<file path="src/rtl/ct_lsu_dcache_data_ctrl.sv">
// Dcache data bank controller: request handshake, array pin drive,
// fixed-latency read return and zero-fill init sequencer.
module ct_lsu_dcache_data_ctrl #(
   parameter int IDX_WIDTH     = 11,
   parameter int INIT_ON_RESET = 1
) (
   input  logic                 forever_cpuclk,
   input  logic                 cpurst,
   input  logic                 req_vld,
   input  logic                 req_wr,
   input  logic [IDX_WIDTH-1:0] req_idx,
   input  logic [31:0]          req_wdata,
   input  logic [3:0]           req_be,
   output logic                 req_rdy,
   output logic                 rd_vld,
   output logic [31:0]          rd_data,
   input  logic                 init_req,
   output logic                 init_busy,
   output logic                 init_done,
   output logic                 data_sel_b,
   output logic                 data_gwen_b,
   output logic [3:0]           data_wen_b,
   output logic [IDX_WIDTH-1:0] data_idx,
   output logic [31:0]          data_din,
   output logic                 data_gateclk_en,
   input  logic [31:0]          data_dout
);

   typedef enum logic {
      S_INIT,
      S_IDLE
   } state_t;

   localparam state_t RST_STATE = (INIT_ON_RESET != 0) ? S_INIT : S_IDLE;

   state_t               state;
   logic [IDX_WIDTH-1:0] init_cnt;
   logic                 rd_pend;
   logic                 req_acc;
   logic                 rd_acc;
   logic                 wr_acc;

   assign req_rdy   = ~cpurst & (state == S_IDLE) & ~init_req;
   assign init_busy = ~cpurst & (state == S_INIT);
   assign req_acc   = req_vld & req_rdy;
   assign rd_acc    = req_acc & ~req_wr;
   // A write with no byte enables is accepted but never touches the array.
   assign wr_acc    = req_acc & req_wr & (|req_be);

   always_comb begin
      data_sel_b  = 1'b1;
      data_gwen_b = 1'b1;
      data_wen_b  = 4'hF;
      data_idx    = req_idx;
      data_din    = req_wdata;
      if (cpurst) begin
         data_idx = '0;
         data_din = '0;
      end else if (state == S_INIT) begin
         data_sel_b  = 1'b0;
         data_gwen_b = 1'b0;
         data_wen_b  = 4'h0;
         data_idx    = init_cnt;
         data_din    = '0;
      end else if (rd_acc) begin
         data_sel_b = 1'b0;
      end else if (wr_acc) begin
         data_sel_b  = 1'b0;
         data_gwen_b = 1'b0;
         data_wen_b  = ~req_be;
      end
   end

   assign data_gateclk_en = ~data_sel_b;

   always_ff @(posedge forever_cpuclk) begin
      if (cpurst) begin
         state     <= RST_STATE;
         init_cnt  <= '0;
         rd_pend   <= 1'b0;
         rd_vld    <= 1'b0;
         rd_data   <= '0;
         init_done <= 1'b0;
      end else begin
         init_done <= 1'b0;
         rd_pend   <= rd_acc;
         rd_vld    <= rd_pend;
         if (rd_pend)
            rd_data <= data_dout;
         unique case (state)
            S_INIT: begin
               init_cnt <= init_cnt + 1'b1;
               if (init_cnt == '1) begin
                  state     <= S_IDLE;
                  init_done <= 1'b1;
               end
            end
            S_IDLE: begin
               if (init_req) begin
                  state    <= S_INIT;
                  init_cnt <= '0;
               end
            end
            default: state <= RST_STATE;
         endcase
      end
   end

endmodule

</file>
<file path="config.mk">
export PLATFORM = sky130hd
export DESIGN_NAME = ct_lsu_dcache_data_ctrl
export DESIGN_NICKNAME = d
export VERILOG_FILES = /design/src/rtl/ct_lsu_dcache_data_ctrl.sv
export SDC_FILE = /design/constraint.sdc
export NUM_CORES = 1
export LEC_CHECK = 0
export ABC_AREA = 1
export BUFFER_PORTS_ARGS = -buffer_cell sky130_fd_sc_hd__buf_2
export CORE_UTILIZATION = 43
export CTS_CLUSTER_SIZE = 24
export DETAILED_ROUTE_END_ITERATION = 10
export GPL_TIMING_DRIVEN = 0
export PLACE_DENSITY_LB_ADDON = 0.05
export SYNTH_ARGS = -nofsm -noshare
export SYNTH_HDL_FRONTEND = slang
export SYNTH_SLANG_ARGS = --single-unit
</file>
<file path="constraint.sdc">
create_clock -name forever_cpuclk -period 3.6 [get_ports forever_cpuclk]
set_input_delay 0.54 -clock forever_cpuclk [delete_from_list [all_inputs] [get_ports forever_cpuclk]]
set_output_delay 0.54 -clock forever_cpuclk [all_outputs]
set_load 0.1 [all_outputs]
</file>
==> flow_summary.toml, run 1 <==
[sta]
finalCritPeriodShare_pct = 67.2
max_slew_margin_pct = 66.7
tightestPinTransition_ns = 0.504
max_freq_ghz = 0.413
setup_violations = 0
hold_violations = 0
skew_ns = 0.00375
fin_ws_ns = 1.18
rsz0062_at_grt = "no"
drv_slew = 0
final.min_clock_period_ns = 2.42

[clock_network]
cts_max_level = 2
clockBufferDepth = 2
cts_root_buf = "clkbuf_8"
cts_setup_buffers = 0
tritoncts = "built"
post_cts_resize_count = 0
cts_hold_buf = 0
cts_buffers = 5
clock_sinks = 47
insertion_delay_ns = 0.29
clk_pin_slew_worst_paths_ns = 0.08

[setup_path]
critPathLaunchType = "input port"
path_cells = "buf_2, nor2_2, inv_1, o21ai_2, inv_2, nand2_1, buf_2"
crit_type = "input port to output pin"
worst_path_max_delay_cell = "buf_2"
max_stage_delay_ns = 0.42
crit_fanout = 9
cp.required_ns = 3.06
cpMostUsedCell = "buf_2"
end_kind = "output pin"
arrival_ns = 1.88

[global_routing]
grt_max_degree = 14
grt_pass1_vias = 2280
antenna_found_initial = 0
gr-total-overflow = 0
grt_usage_pct = 23.3
grt_pass1_wl_um = 9870

[synth]
ys_seq_area_share_pct = 41.9
syn_inst = 349
synth_warnings = 0
synthMuxAreaShare_pct = 0
synth.cell_area_mm2 = 0.00225
ys_ff_latch = 47
syn_nets = 434
ys_types = 24
synthXorXnorAreaFrac_pct = 0
syn_area_per_cell_um2 = 6.44
synth_compound_area_share_pct = 14.8
synth_top_family_by_area = "simple AND/OR/NAND/NOR gates"
synthAdderAreaFrac_pct = 0.557
synth-simple-area-share_pct = 35.0

[place]
dp.cells = 585
port-buffer-count = 169
dp_slack_ns = 1.16
gp_congestion = 0.801
dpl_cell_area_mm2 = 0.00318
dp_hpwl_um = 5160

[drt]
dr.pass1.iters = 4
vias_per_cell = 4.61
drc = 0
vias = 2732
drt-initial-drc-count = 116
wire_per_inst_um = 11.1
wl_um = 6600
ant_nets = 0

[hold_path]
holdCritPathClass = "input port to flop"

[run]
cap_violations = 0

[layout]
fin_area_mm2 = 0.00328
drive_above_1_share_pct = 37.5
nNetsFinal = 610
diodes = 0
syn2layout_area_growth_pct = 45.9
fin_cells = 592

[power]
pwr_density_cell_mw_per_mm2 = 313
p_leak_nw = 1.81
vdd_drop_max_mv = 0.223

[die]
fp.dieW_um = 74.3
rows = 25
start_util_pct = 46.1
dieArea_mm2 = 0.00552
ios = 170
core-area_mm2 = 0.00488
die_h_um = 74.3

[status]
outcome = "completed"
## cell type report
| class | count | area (µm²) |
|---|---|---|
| tap | 67 | 83.8 |
| multi-input combinational | 258 | 1130 |
| clock buffer | 6 | 72.6 |
| timing repair buffer | 169 | 846 |
| sequential | 47 | 941 |
| buffer | 18 | 78.8 |
| inverter | 26 | 97.6 |
| clock inverter | 1 | 30.0 |
| fill | 486 | 1600 |
## placed cells by master, fill, tap and decap left out
| cell | n |
|---|---|
| buf_2 | 178 |
| nand4_1 | 3 |
| o21ai_1 | 10 |
| a22oi_1 | 1 |
| ha_1 | 1 |
| nor2_4 | 2 |
| nand3b_1 | 1 |
| clkbuf_8 | 5 |
| buf_1 | 2 |
| nand2_1 | 60 |
| dfxtp_1 | 47 |
| nor2_1 | 113 |
| nor3_1 | 4 |
| o21ai_2 | 1 |
| clkbuf_1 | 8 |
| bufinv_16 | 1 |
| nand3_2 | 1 |
| inv_1 | 23 |
| o21ai_0 | 40 |
| a22o_1 | 2 |
| a21oi_1 | 8 |
| a211oi_1 | 1 |
| nor2_2 | 2 |
| nand2_2 | 4 |
| inv_2 | 3 |
| nand3_1 | 4 |
## per-stage QoR
stage	utilization [%]	power [mW]	setup TNS, ns	hold WS, ns
6_report	67.2	1.03	0	0.463
2_1_floorplan	-	0.611	-1.62	0.470
3_5_place_dp	65.1	0.670	0	0.477
3_3_place_gp	65.1	0.669	0	0.470
4_1_cts	67.2	1.04	0	0.459
5_1_grt	67.2	1.07	0	0.454
## synthesized netlist by cell type, drive strengths merged
cell    instances  area share [%]
a22oi           1            0.33
a211oi          1            0.33
o21ai          51              12
clkbuf          7             1.2
nor2          117              20
dfxtp          47              42
inv            26             4.3
a22o            2            0.78
nand3           5             1.3
a21oi           8             1.8
nor3            4            0.89
nand2          64              11
nand4           3            0.84
buf            11             2.3
ha              1            0.56
nand3b          1            0.33
## routing by layer
layer / global-route usage [%] / vias to the layer above / part of all wire [%]
li1: - / 1445 / -
met1: 25.8 / 1178 / 41
met2: 43.6 / 102 / 51
met3: 6.78 / 7 / 7.1
met4: 5.66 / 0 / 0.89
met5: 0 / - / 0
## kinds of logic after synthesis
group | count (synthesis)
and+or+nand+nor | 194
AOI/OAI and AO/OA | 63
DFF | 47
buffers and inverters | 44
adders and majority gates | 1
## path summary, 6_finish.rpt
check	end	cells past startpoint	slack, ns	from
setup / recovery	data_gateclk_en	7	1.18	cpurst
hold / removal	rd_data[7]$_SDFFE_PP0P_	3	0.46	data_dout[7]
setup reg to reg	init_cnt[10]$_SDFFE_PP0P_	8	2.23	init_cnt[0]$_SDFFE_PP0P_
hold reg to reg	rd_data[0]$_SDFFE_PP0P_	2	0.49	rd_data[0]$_SDFFE_PP0P_
## flip-flops by register name (all words and copies together) (netlist names)
| register | flops |
|---|---|
| init_cnt | 11 |
| init_done | 1 |
| rd_data | 32 |
| rd_pend | 1 |
| rd_vld | 1 |
| state | 1 |
## report_power, final
group	internal (mW)	switching, mW	total [mW]
Clock	0.204	0.166	0.370
Sequential	0.522	0.00337	0.525
Combinational	0.0449	0.0865	0.131
## critical path, delay by kind of cell
family                 cells  cell delay, ns
AO/OA/AOI/OAI              1            0.16
buffers and inverters      4            0.85
AND/OR/NAND/NOR            2            0.34
Note: power is estimated with default switching activity, not from simulation.
==> inputs of run 2 (changes only) <==
- CORE_UTILIZATION: 43 -> 36
- clock period: 3.6 -> 2.1 ns (I/O delays scaled with it)
==> flow_summary.toml, run 2 (same netlist as run 1, synthesis figures left out) <==
[place]
gp_congestion = 0.791
dp_hpwl_um = 5190
dp.cells = 593
dp_slack_ns = 0.0416
port-buffer-count = 169
dpl_cell_area_mm2 = 0.00333

[power]
pwr_density_cell_mw_per_mm2 = 480
total_power_mw = 1.71
vdd_drop_max_mv = 0.344
p_leak_nw = 1.82

[clock_network]
cts_hold_buf = 0
clock_sinks = 47
clockBufferDepth = 2
insertion_delay_ns = 0.30
cts_max_level = 2
clk_pin_slew_worst_paths_ns = 0.10
cts_root_buf = "clkbuf_8"
tritoncts = "built"
cts_buffers = 5

[setup_path]
path_cells = "nor2_4, clkinvlp_4, buf_4, o21ai_4, inv_2, buf_2"
max_stage_delay_ns = 0.36
cp.required_ns = 1.78
crit_type = "flop to output pin"
crit_fanout = 8
worst_path_max_delay_cell = "dfxtp_2"
rr_startpoint = "init_cnt[0]$_SDFFE_PP0P_"
r2r_slack_ns = 0.74
path_buf_inv = 4
critPathTopFamily = "buffers and inverters"
critPathLaunchType = "flop"
arrival_ns = 1.66
r2r_end = "init_cnt[10]$_SDFFE_PP0P_"
reg2regPathDepth = 8
end_kind = "output pin"

[drt]
vias_per_cell = 4.55
drt-initial-drc-count = 84
vias = 2751
wl_um = 6770
ant_nets = 0
drc = 0
dr.pass1.iters = 4
wire_per_inst_um = 11.2

[hold_path]
worstHoldPathCells = 3
min_delay_worst_endpoint = "rd_data[13]$_SDFFE_PP0P_"
holdCritPathClass = "input port to flop"
min-delay-start = "data_dout[13]"

[sta]
skew_ns = 0.00658
drv_slew = 0
fin_ws_ns = 0.125
max_slew_margin_pct = 66.6
hold_violations = 0
finalCritPeriodShare_pct = 94.1
tightestPinTransition_ns = 0.505
rsz0062_at_grt = "no"
max_freq_ghz = 0.506
final.min_clock_period_ns = 1.98
holdWs_ns = 0.230
setup_violations = 0

[layout]
largest_reg_flops = 32
nNetsFinal = 613
fin_cells = 604
diodes = 0
drive_above_1_share_pct = 47.1
top_register = "rd_data"
layout.cells.most_common_list = "138 x buf_2, 79 x nor2_1, 59 x nand2_1"
fin_area_mm2 = 0.00357
top_regs = "rd_data: 32 flops, init_cnt: 11 flops"
syn2layout_area_growth_pct = 58.9
final_common_cell = "buf_2"

[die]
start_util_pct = 37.7
dieArea_mm2 = 0.00656
die_h_um = 81.0
rows = 28
ios = 170
core-area_mm2 = 0.00596
fp.dieW_um = 81.0

[global_routing]
grt_pass1_wl_um = 10200
grt_pass1_vias = 2319
grt_usage_pct = 19.6
grt_max_degree = 17
antenna_found_initial = 0
gr-total-overflow = 0

[status]
outcome = "completed"

[run]
cap_violations = 0
==> run 2: report_power, final <==
part | internal (mW) | switching (mW) | leakage, nW
logic | 0.0869 | 0.162 | 1.40
clock network | 0.239 | 0.326 | 0.0408
registers | 0.895 | 0.00531 | 0.380
total | 1.22 | 0.493 | 1.82
==> run 2: layer usage <==
layer	GRT usage, %	up-vias	wire length (µm)
met4	5.71	0	57
met3	5.06	4	446
met5	0	-	0
li1	-	1452	-
met1	22.5	1205	2830
met2	35.3	90	3430
==> run 2: final cells by class <==
cell class / instances / area (µm²)
Multi-Input combinational cell: 258 / 1280
Clock inverter: 3 / 23.8
Buffer: 18 / 81.3
Tap cell: 75 / 93.8
Sequential cell: 47 / 942
Fill cell: 585 / 2390
Inverter: 26 / 101
Clock buffer: 5 / 68.8
Timing Repair Buffer: 172 / 973
==> run 2: timing repair <==
item | 4_1_cts | 5_1_grt
buffers inserted | 3 | 0
setup endpoints to repair | 40 | 41
resized for setup | 33 | 12
==> run 2: worst min-delay path, cell delays in order <==
cell and delay (ns):
buf_2 0.07, nor2_1 0.03, nor2_1 0.08
==> run 2: worst max-delay path by stage <==
stage | endpoint | start | depth (start not counted) | slack (ns)
finish | data_gwen_b | state$_SDFF_PP0_ | 6 | 0.12
global route | data_wen_b[1] | state$_SDFF_PP0_ | 6 | 0.02
CTS | data_idx[9] | state$_SDFF_PP0_ | 5 | 0.01
detailed placement | data_gateclk_en | cpurst | 7 | 0.04
global placement | data_gateclk_en | cpurst | 7 | 0.04
floorplan | data_wen_b[0] | state$_SDFF_PP0_ | 5 | -0.42
==> run 2: metrics by stage <==
step	TNS (ns)	util [%]
after global placement	0	56.0
after CTS	0	59.4
after global routing	0	59.9
after floorplan	-4.26	-
after detailed placement	0	56.0
final	0	59.9
==> inputs of run 3 (changes only) <==
- MAX_ROUTING_LAYER: unset -> met4
==> flow_summary.toml, run 3 (same netlist as run 1, synthesis figures left out) <==
[status]
outcome = "completed"

[power]
p_leak_nw = 1.82
pwr_density_cell_mw_per_mm2 = 480
total_power_mw = 1.71
vdd_drop_max_mv = 0.344

[setup_path]
r2r_slack_ns = 0.74
arrival_ns = 1.66
path_cells = "nor2_4, clkinvlp_4, buf_4, o21ai_4, inv_2, buf_2"
cp.required_ns = 1.78
critPathLaunchType = "flop"
max_stage_delay_ns = 0.36
path_buf_inv = 4
r2r_end = "init_cnt[10]$_SDFFE_PP0P_"
crit_type = "flop to output pin"
critPathTopFamily = "buffers and inverters"
worst_path_max_delay_cell = "dfxtp_2"
reg2regPathDepth = 8
crit_fanout = 8
end_kind = "output pin"
rr_startpoint = "init_cnt[0]$_SDFFE_PP0P_"

[clock_network]
cts_max_level = 2
clk_pin_slew_worst_paths_ns = 0.09
cts_root_buf = "clkbuf_8"
cts_hold_buf = 0
insertion_delay_ns = 0.30
tritoncts = "built"
clock_sinks = 47
cts_buffers = 5
clockBufferDepth = 2

[hold_path]
holdCritPathClass = "input port to flop"
min-delay-start = "data_dout[13]"
min_delay_worst_endpoint = "rd_data[13]$_SDFFE_PP0P_"
worstHoldPathCells = 3

[die]
core-area_mm2 = 0.00596
rows = 28
ios = 170
fp.dieW_um = 81.0
dieArea_mm2 = 0.00656
start_util_pct = 37.7
die_h_um = 81.0

[place]
gp_congestion = 0.802
dpl_cell_area_mm2 = 0.00333
dp_hpwl_um = 5190
dp.cells = 593
dp_slack_ns = 0.0416
port-buffer-count = 169

[layout]
drive_above_1_share_pct = 47.1
diodes = 0
layout.cells.most_common_list = "138 x buf_2, 79 x nor2_1, 59 x nand2_1"
syn2layout_area_growth_pct = 58.9
top_regs = "rd_data: 32 flops, init_cnt: 11 flops"
nNetsFinal = 613
top_register = "rd_data"
fin_cells = 604
final_common_cell = "buf_2"
fin_area_mm2 = 0.00357
largest_reg_flops = 32

[run]
cap_violations = 0

[global_routing]
antenna_found_initial = 0
grt_pass1_vias = 2316
gr-total-overflow = 0
grt_usage_pct = 20.2
grt_max_degree = 17
grt_pass1_wl_um = 10200

[drt]
drc = 0
wire_per_inst_um = 11.2
ant_nets = 0
drt-initial-drc-count = 88
dr.pass1.iters = 4
vias_per_cell = 4.55
wl_um = 6770
vias = 2751

[sta]
finalCritPeriodShare_pct = 94.0
tightestPinTransition_ns = 0.505
drv_slew = 0
fin_ws_ns = 0.125
final.min_clock_period_ns = 1.98
skew_ns = 0.00644
setup_violations = 0
max_slew_margin_pct = 66.6
rsz0062_at_grt = "no"
holdWs_ns = 0.229
max_freq_ghz = 0.506
hold_violations = 0
## run 3: routing by layer
layer / up-vias / share of wire (%) / wire length, µm / global-route usage [%]
li1: 1454 / - / - / -
met1: 1204 / 42 / 2850 / 23.1
met2: 89 / 51 / 3440 / 35.3
met3: 4 / 6.1 / 415 / 4.16
met4: 0 / 0.84 / 57 / 5.71
met5: - / 0 / 0 / -
## run 3: layout make-up
cell class / count / area [µm²]
fillers: 585 / 2390
multi-input cells: 258 / 1280
repair buffers: 172 / 973
flip-flops and latches: 47 / 942
inverters: 26 / 101
well taps: 75 / 93.8
plain buffers: 18 / 81.3
clock buffers: 5 / 68.8
clock inverters: 3 / 23.8
## run 3: what timing repair did
action | CTS | global route
pin swaps | 0 | 0
setup buffers | 3 | 0
setup endpoints to repair | 40 | 41
hold endpoints to repair | 0 | 0
resized for setup | 33 | 12
## run 3: worst max path at each step
stage,endpoint,depth (start not counted),from
after floorplan,data_wen_b[0],5,state$_SDFF_PP0_
after global placement,data_gateclk_en,7,cpurst
after detailed placement,data_gateclk_en,7,cpurst
after CTS,data_idx[9],5,state$_SDFF_PP0_
after global routing,data_wen_b[1],6,state$_SDFF_PP0_
final,data_gwen_b,6,state$_SDFF_PP0_
## run 3: tightest hold or removal path, cell delays in order
cell and delay, ns:
buf_2 0.07, nor2_1 0.03, nor2_1 0.08
## run 3: through the flow
| stage | util, % | TNS, ns |
|---|---|---|
| after global routing | 59.9 | 0 |
| after detailed placement | 56.0 | 0 |
| after global placement | 56.0 | 0 |
| after CTS | 59.4 | 0 |
| final | 59.9 | 0 |
| after floorplan | - | -4.26 |
## run 3: power breakdown
part,total [mW],internal [mW],switching (mW)
combinational,0.249,0.0869,0.162
clock,0.565,0.239,0.326
sequential,0.901,0.895,0.00533
total,1.71,1.22,0.494
